==> src/rtl/vector_adder_ctrl_pkg.sv <==
// Shared vector-engine definitions: controller state encoding, default
// datapath widths and the adder op-config payload layout.
package vector_adder_ctrl_pkg;

  localparam int unsigned VEC_ADDR_W = 13;
  localparam int unsigned VEC_LEN_W  = 13;
  localparam int unsigned VEC_CFG_W  = 41;

  typedef enum logic [2:0] {
    ST_IDLE  = 3'd0,
    ST_CFG   = 3'd1,
    ST_ISSUE = 3'd2,
    ST_DRAIN = 3'd3,
    ST_DONE  = 3'd4
  } state_t;

  // Adder op config: scale [30:21], bias [20:5], shift [4:0]; upper bits reserved.
  typedef struct packed {
    logic [VEC_CFG_W-32:0] rsvd;
    logic [9:0]            scale;
    logic [15:0]           bias;
    logic [4:0]            shift;
  } op_cfg_t;

endpackage

==> src/rtl/vec_issue_pipe.sv <==
// DEPTH-deep valid + payload delay line matching the buffer read latency.
// Ports:
//   clk, rst_n       clock, asynchronous active-low reset
//   in_vld, in_data  entry launched this cycle
//   out_vld, out_data entry emerging DEPTH cycles later
module vec_issue_pipe #(
  parameter int unsigned DEPTH = 2,
  parameter int unsigned W     = 14
) (
  input  logic         clk,
  input  logic         rst_n,
  input  logic         in_vld,
  input  logic [W-1:0] in_data,
  output logic         out_vld,
  output logic [W-1:0] out_data
);

  logic [DEPTH-1:0] vld_q;
  logic [W-1:0]     data_q [DEPTH];

  // Shift register; reset drops every in-flight entry.
  always_ff @(posedge clk or negedge rst_n) begin
    if (!rst_n) begin
      vld_q <= '0;
      for (int i = 0; i < int'(DEPTH); i++) data_q[i] <= '0;
    end else begin
      vld_q[0]  <= in_vld;
      data_q[0] <= in_data;
      for (int i = 1; i < int'(DEPTH); i++) begin
        vld_q[i]  <= vld_q[i-1];
        data_q[i] <= data_q[i-1];
      end
    end
  end

  assign out_vld  = vld_q[DEPTH-1];
  assign out_data = data_q[DEPTH-1];

endmodule

==> src/rtl/vector_adder_ctrl.sv <==
// Vector-adder sequencer: accepts one command, loads the adder config,
// streams operand-row reads from the shared buffer, tags each row with its
// result address, pulses in_finish after the last row and counts results.
// Optional build macro: VEC_ADD_CTRL_TIMEOUT_EN adds a DRAIN watchdog.
// Ports:
//   clk, rst_n                       clock, asynchronous active-low reset
//   cmd_vld/cmd_rdy, cmd_src/dst/len/cfg  command handshake and payload
//   rd_req, rd_gnt, rd_addr          buffer read arbiter interface
//   op_cfg_vld, op_cfg               adder config load
//   in_data_vld, in_data_addr, in_finish  adder input strobes
//   out_data_vld, out_finish         adder result strobes
//   busy, done, err                  status
module vector_adder_ctrl
  import vector_adder_ctrl_pkg::*;
#(
  parameter int unsigned ADDR_W = VEC_ADDR_W,
  parameter int unsigned LEN_W  = VEC_LEN_W,
  parameter int unsigned CFG_W  = VEC_CFG_W,
  parameter int unsigned RD_LAT = 2,
  parameter int unsigned TO_W   = 8
) (
  input  logic              clk,
  input  logic              rst_n,
  input  logic              cmd_vld,
  output logic              cmd_rdy,
  input  logic [ADDR_W-1:0] cmd_src,
  input  logic [ADDR_W-1:0] cmd_dst,
  input  logic [LEN_W-1:0]  cmd_len,
  input  logic [CFG_W-1:0]  cmd_cfg,
  output logic              rd_req,
  input  logic              rd_gnt,
  output logic [ADDR_W-1:0] rd_addr,
  output logic              op_cfg_vld,
  output logic [CFG_W-1:0]  op_cfg,
  output logic [7:0]        in_data_vld,
  output logic [ADDR_W-1:0] in_data_addr,
  output logic              in_finish,
  input  logic              out_data_vld,
  input  logic              out_finish,
  output logic              busy,
  output logic              done,
  output logic              err
);

  localparam int unsigned CNT_W  = LEN_W + 1;
  localparam int unsigned PIPE_W = ADDR_W + 1;

  state_t             state_q, state_d;
  logic [ADDR_W-1:0]  src_q, dst_q;
  logic [LEN_W-1:0]   len_q, idx_q, idx_d;
  logic [CNT_W-1:0]   out_cnt_q, out_cnt_d, cnt_now;
  logic               fin_seen_q, fin_seen_d;
  logic               err_d;
  logic               accept;
  logic               grant;
  logic               issue_last;
  logic               to_sat;

  logic               cmd_rdy_d, busy_d, done_d, op_cfg_vld_d, rd_req_d;
  logic [ADDR_W-1:0]  rd_addr_d;

  logic               pipe_in_vld, pipe_out_vld;
  logic [PIPE_W-1:0]  pipe_in_data, pipe_out_data;

`ifdef VEC_ADD_CTRL_TIMEOUT_EN
  logic [TO_W-1:0] to_q, to_d;

  assign to_sat = (to_q == '1);

  // Watchdog restarts on every result while draining.
  always_comb begin
    to_d = '0;
    if (state_q == ST_DRAIN && !out_data_vld) to_d = to_q + TO_W'(1);
  end

  always_ff @(posedge clk or negedge rst_n) begin
    if (!rst_n) to_q <= '0;
    else        to_q <= to_d;
  end
`else
  logic unused_to_w;
  assign to_sat      = 1'b0;
  assign unused_to_w = ^TO_W;
`endif

  // Next-state, counters and next values of the registered outputs.
  always_comb begin
    state_d    = state_q;
    idx_d      = idx_q;
    out_cnt_d  = out_cnt_q;
    fin_seen_d = fin_seen_q;
    err_d      = err;
    accept     = 1'b0;
    grant      = 1'b0;
    issue_last = 1'b0;
    cnt_now    = out_cnt_q + CNT_W'(out_data_vld);

    unique case (state_q)
      ST_IDLE: begin
        if (out_data_vld) err_d = 1'b1;
        if (cmd_vld) begin
          accept     = 1'b1;
          err_d      = 1'b0;
          idx_d      = '0;
          out_cnt_d  = '0;
          fin_seen_d = 1'b0;
          state_d    = ST_CFG;
        end
      end
      ST_CFG: begin
        out_cnt_d = cnt_now;
        if (out_finish) fin_seen_d = 1'b1;
        state_d = (len_q == '0) ? ST_DRAIN : ST_ISSUE;
      end
      ST_ISSUE: begin
        out_cnt_d = cnt_now;
        if (out_finish) fin_seen_d = 1'b1;
        if (rd_gnt) begin
          grant = 1'b1;
          idx_d = idx_q + LEN_W'(1);
          if (idx_q == len_q - LEN_W'(1)) begin
            issue_last = 1'b1;
            state_d    = ST_DRAIN;
          end
        end
      end
      ST_DRAIN: begin
        out_cnt_d = cnt_now;
        if (out_finish) fin_seen_d = 1'b1;
        if (len_q == '0) begin
          state_d = ST_DONE;
        end else if (out_finish || fin_seen_q) begin
          // Finish with a short or long result count still completes, flagged.
          state_d = ST_DONE;
          if (cnt_now != {1'b0, len_q}) err_d = 1'b1;
        end else if (to_sat) begin
          err_d   = 1'b1;
          state_d = ST_DONE;
        end
      end
      ST_DONE: begin
        if (out_data_vld) err_d = 1'b1;
        state_d = ST_IDLE;
      end
      default: state_d = ST_IDLE;
    endcase

    cmd_rdy_d    = (state_d == ST_IDLE);
    busy_d       = (state_d != ST_IDLE);
    done_d       = (state_d == ST_DONE);
    op_cfg_vld_d = (state_d == ST_CFG);
    rd_req_d     = (state_d == ST_ISSUE);
    rd_addr_d    = rd_req_d ? (src_q + ADDR_W'(idx_d)) : '0;
  end

  // State register.
  always_ff @(posedge clk or negedge rst_n) begin
    if (!rst_n) state_q <= ST_IDLE;
    else        state_q <= state_d;
  end

  // Command context and progress counters.
  always_ff @(posedge clk or negedge rst_n) begin
    if (!rst_n) begin
      src_q      <= '0;
      dst_q      <= '0;
      len_q      <= '0;
      idx_q      <= '0;
      out_cnt_q  <= '0;
      fin_seen_q <= 1'b0;
    end else begin
      if (accept) begin
        src_q <= cmd_src;
        dst_q <= cmd_dst;
        len_q <= cmd_len;
      end
      idx_q      <= idx_d;
      out_cnt_q  <= out_cnt_d;
      fin_seen_q <= fin_seen_d;
    end
  end

  // Registered outputs; op_cfg doubles as the latched command config.
  always_ff @(posedge clk or negedge rst_n) begin
    if (!rst_n) begin
      cmd_rdy    <= 1'b1;
      busy       <= 1'b0;
      done       <= 1'b0;
      err        <= 1'b0;
      op_cfg_vld <= 1'b0;
      op_cfg     <= '0;
      rd_req     <= 1'b0;
      rd_addr    <= '0;
      in_finish  <= 1'b0;
    end else begin
      cmd_rdy    <= cmd_rdy_d;
      busy       <= busy_d;
      done       <= done_d;
      err        <= err_d;
      op_cfg_vld <= op_cfg_vld_d;
      if (accept) op_cfg <= cmd_cfg;
      rd_req     <= rd_req_d;
      rd_addr    <= rd_addr_d;
      // Tail entry flagged last means the stream ended the cycle before.
      in_finish  <= pipe_out_vld & pipe_out_data[ADDR_W];
    end
  end

  // Each granted read carries {last, dst+idx}; idle slots carry zeros.
  assign pipe_in_vld  = grant;
  assign pipe_in_data = grant ? {issue_last, dst_q + ADDR_W'(idx_q)} : '0;

  vec_issue_pipe #(
    .DEPTH (RD_LAT),
    .W     (PIPE_W)
  ) u_issue_pipe (
    .clk      (clk),
    .rst_n    (rst_n),
    .in_vld   (pipe_in_vld),
    .in_data  (pipe_in_data),
    .out_vld  (pipe_out_vld),
    .out_data (pipe_out_data)
  );

  assign in_data_vld  = {8{pipe_out_vld}};
  assign in_data_addr = pipe_out_data[ADDR_W-1:0];

endmodule

==> config.mk <==
export PLATFORM = sky130hd
export DESIGN_NAME = vector_adder_ctrl
export DESIGN_NICKNAME = d
export VERILOG_FILES = /design/src/rtl/vector_adder_ctrl_pkg.sv /design/src/rtl/vec_issue_pipe.sv /design/src/rtl/vector_adder_ctrl.sv
export SDC_FILE = /design/constraint.sdc
export NUM_CORES = 1
export LEC_CHECK = 0
export BUFFER_PORTS_ARGS = -buffer_cell sky130_fd_sc_hd__buf_2
export CAP_MARGIN = 20
export CORE_MARGIN = 2
export CORE_UTILIZATION = 56
export CTS_CLUSTER_DIAMETER = 200
export DETAILED_ROUTE_END_ITERATION = 10
export PLACE_DENSITY = 0.81
export SYNTH_ARGS = -nofsm -noshare
export SYNTH_HDL_FRONTEND = slang
export SYNTH_SLANG_ARGS = --single-unit
==> constraint.sdc <==
create_clock -name clk -period 4.6 [get_ports clk]
set_input_delay 0.23 -clock clk [delete_from_list [all_inputs] [get_ports clk]]
set_output_delay 0.23 -clock clk [all_outputs]
set_load 0.1 [all_outputs]
==> results.md <==
* Worst EP required at slightly below 5 ns
* Final RePlAce weighted congestion at 0.898
* Die Width at between 100 and 150 um
* R2R depth at 12
* Crit-path max cell delay at just under 0.6 ns
* Tcrit/Tclk final at a little under nine tenths
* Synth Flop Type: dfrtp_1
* Synth area leaders: dfrtp_1 (48%), nand2_1 (12%), ha_1 (4.4%)
* DR vias/cell at roughly 5.6
* Final TNS setup at 0 ns
* Critical path's most frequent cell: a211oi_1
* Slew Limit Fails at 0
* Worst hold path depth at 3
* Largest net degree at the start of global routing at 75
* DRT Pass-1 Iters at 5
* H-Tree Depth at 4
* Port bufs at between 150 and 200
* CP delay by family, top: compound AO/OA/AOI/OAI gates
* CTS clk-pin slew, worst paths at about 0.06 ns
* Count leader, synth: nand2_1
* Worst Hold End: op_cfg[15]$_DFFE_PN0P_
* Routed length per placed instance at approximately 16 um
* Initial antenna violation count at 0
* CP Capture Type: register
* Antenna Cells at 0
* Number of synthesized flops with an enable pin at 0
* Hold crit path type: input port to register
* CTS tree: done
* Post-route DRC violation count at 0
* Reg-to-Reg End: rd_addr[12]$_DFF_PN0_
* Fin nets at 1194
* Bufs and invs on worst path at 1
* Commonest cells in the netlist: nand2_1 (269), dfrtp_1 (160), nand3_1 (42)
* Sequential element share of the synthesized area at 48.6%
* Layout cells sized above 1 at about 21%
* RR Startpoint: state_q[1]$_DFF_PN0_
* Via count at around 7000
* Reg2reg setup slack at 0.63 ns
* CTS root buffer: clkbuf_16
* Critical path type: register to register
* Hold wc startpoint: cmd_cfg[15]
* DRT antenna net count at 0
* Critical-path cell list: nor3b_4 -> nand2_1 -> o21ai_0 -> ha_1 -> inv_1 -> fa_1 -> nor2b_1 -> o31ai_1 -> a211oi_1 -> o211ai_1 -> a211oi_1 -> nor4b_2
* DIE HEIGHT at between 100 and 150 um
* Hpwl dp at 13600 um
* Clock buffer count from CTS at 17
* Cell area after synthesis at ~8300 um^2
* Starting Density at 57.2%
* First-pass GRT wire length at about 34000 um
* I/O pin total at 168
* Cell count along the critical path at 12
* Detailed Route Iter0 Violations at about 580
* Area Growth Syn to Fin at 23.0%
* Final Routed Wirelength at roughly 21000 um
* Core area at between 10000 and 15000 um^2
* Post-layout min period at between 3 and 4 ns
* All-Layer GR Usage at between 20% and 30%
* Syn nets at between 1000 and 1500
* Critical Path Slowest Stage Cell: dfrtp_1
* Worst Path Max Fanout at 14
* Clock Sinks at between 150 and 200
* Die ar. at ~16000 um^2
* Slew of the pin with the lowest slew margin at 1.03 ns
* FFs w/ async S/R, synth at 100%
* Final setup fails at 0
* Mean Syn Cell Area at 9.19 um^2
* Clk_lat worst skew at 0.42 ns
* Gate Count Post-Synth at around 900
* Register bit count reported by yosys at 161
* CTS max path bufs at 2
* Synth Warn # at 0
* RSZ-0062 raised after global routing: false
* Slew HR at between 30% and 40%
* Max Clock Skew at just under 0.01 ns
* CP Launch Type: register
* Vias in the first global route at 7086
* Synth area leader: dfrtp_1
* Netlist cell types at 76
* Final hold violations at 0
* WP data arrival at 4.22 ns
* Achievable Freq at around 0.25 GHz
* Row Count at 44
* Status: finished, final reports clean
* Fill cells at between 1000 and 1500
* Max-cap violations at 0
* GRT overflow at 0
* Top cell type's share of synthesized area at 48.3%
registers in the layout (all words and copies together) (netlist names):
register / count
u_issue_pipe.vld_q: 2
busy: 1
fin_seen_q: 1
dst_q: 13
done: 1
op_cfg: 41
len_q: 13
u_issue_pipe.out_data: 14
in_finish: 1
rd_addr: 13
out_cnt_q: 14
cmd_rdy: 1
rd_req: 1
idx_q: 13
src_q: 13
err: 1
op_cfg_vld: 1
u_issue_pipe.data_q: 14
state_q: 3
worst max-delay path by stage:
stage	from	end	slack, ns
5_1_grt	state_q[1]$_DFF_PN0_	rd_addr[12]$_DFF_PN0_	0.39
3_3_place_gp	state_q[1]$_DFF_PN0_	rd_addr[12]$_DFF_PN0_	0.95
6_report	state_q[1]$_DFF_PN0_	rd_addr[12]$_DFF_PN0_	0.63
3_5_place_dp	state_q[1]$_DFF_PN0_	rd_addr[12]$_DFF_PN0_	0.73
2_1_floorplan	state_q[2]$_DFF_PN0_	rd_addr[12]$_DFF_PN0_	1.35
4_1_cts	state_q[1]$_DFF_PN0_	rd_addr[12]$_DFF_PN0_	0.69
cells by family (layout without fill, tap and decap cells):
family	count (synthesis)	count (layout)	synth area share [%]
compound gates	135	135	10.8
xor+xnor	43	43	4.55
buf+inv	80	269	5.09
mux	3	3	0.362
simple gates	448	448	25.7
fa+ha+maj	31	31	4.86
flops	161	161	48.6
timing repair:
action | in CTS | in global routing
endpoints found under the hold margin | 122 | 0
setup endpoints to repair | 0 | 0
hold buffers | 52 | 0
gates resized for setup | 0 | 0
setup buffers | 0 | 0
cells in the final DEF, fill, tap and decap left out, drive strengths merged, types with 4 or more instances in the layout:
master and n:
nand2 270, buf 172, dfrtp 160, dlygate4sd3 52, nand3 42, o21ai 34
nor2 32, a21oi 29, ha 29, xnor2 25, nor3 21, xor2 18
inv 18, clkbuf 17, a211oi 13, or3 12, nor4 9, o211ai 8
a21o 8, a31oi 8, and3 8, nor2b 7, and2 7, o31ai 6
nand3b 5, nor4b 5, or2 5, clkinv 5, nand4 4, nand2b 4
o21a 4, or4 4, nor3b 4
layout make-up:
class                   instances  area (um^2)  share of cell area [%]
inverters                      13         48.8                   0.479
clock inverters                15          203                    1.99
well taps                     184          230                    2.26
clock buffers                  17          425                    4.18
multi-input cells             660         3840                    37.7
repair buffers                224         1410                    13.9
flip-flops and latches        161         4030                    39.6
routing by layer:
layer  GRT usage (%)  share of wire [%]  vias up
li1                -                  -     3409
met1            34.1                 41     3430
met2            44.6                 49      285
met3            6.88                7.4       46
met4            8.37                2.2        0
met5               0                  0        -
worst min-delay path, cell delays in order:
cell and delay, ns:
buf_2 0.08, nand2_1 0.04, nand2_1 0.04
per-stage QoR:
| stage | hold WS, ns | cell area [um^2] | setup slack [ns] | instances | util [%] |
|---|---|---|---|---|---|
| floorplan | -0.0656 | 8280 | 1.35 | 901 | - |
| global placement | 0.276 | 9040 | 0.953 | 1190 | 62.4 |
| detailed placement | 0.280 | 9040 | 0.728 | 1190 | 62.4 |
| CTS | 0.000886 | 10200 | 0.693 | 1274 | 70.4 |
| global route | 0.00647 | 10200 | 0.392 | 1274 | 70.4 |
| finish | 0.00650 | 10200 | 0.630 | 1274 | 70.4 |
Power is left out: the tool's default activity adds up to more than one toggle a clock period on the data nets, which glitch-free logic cannot reach.
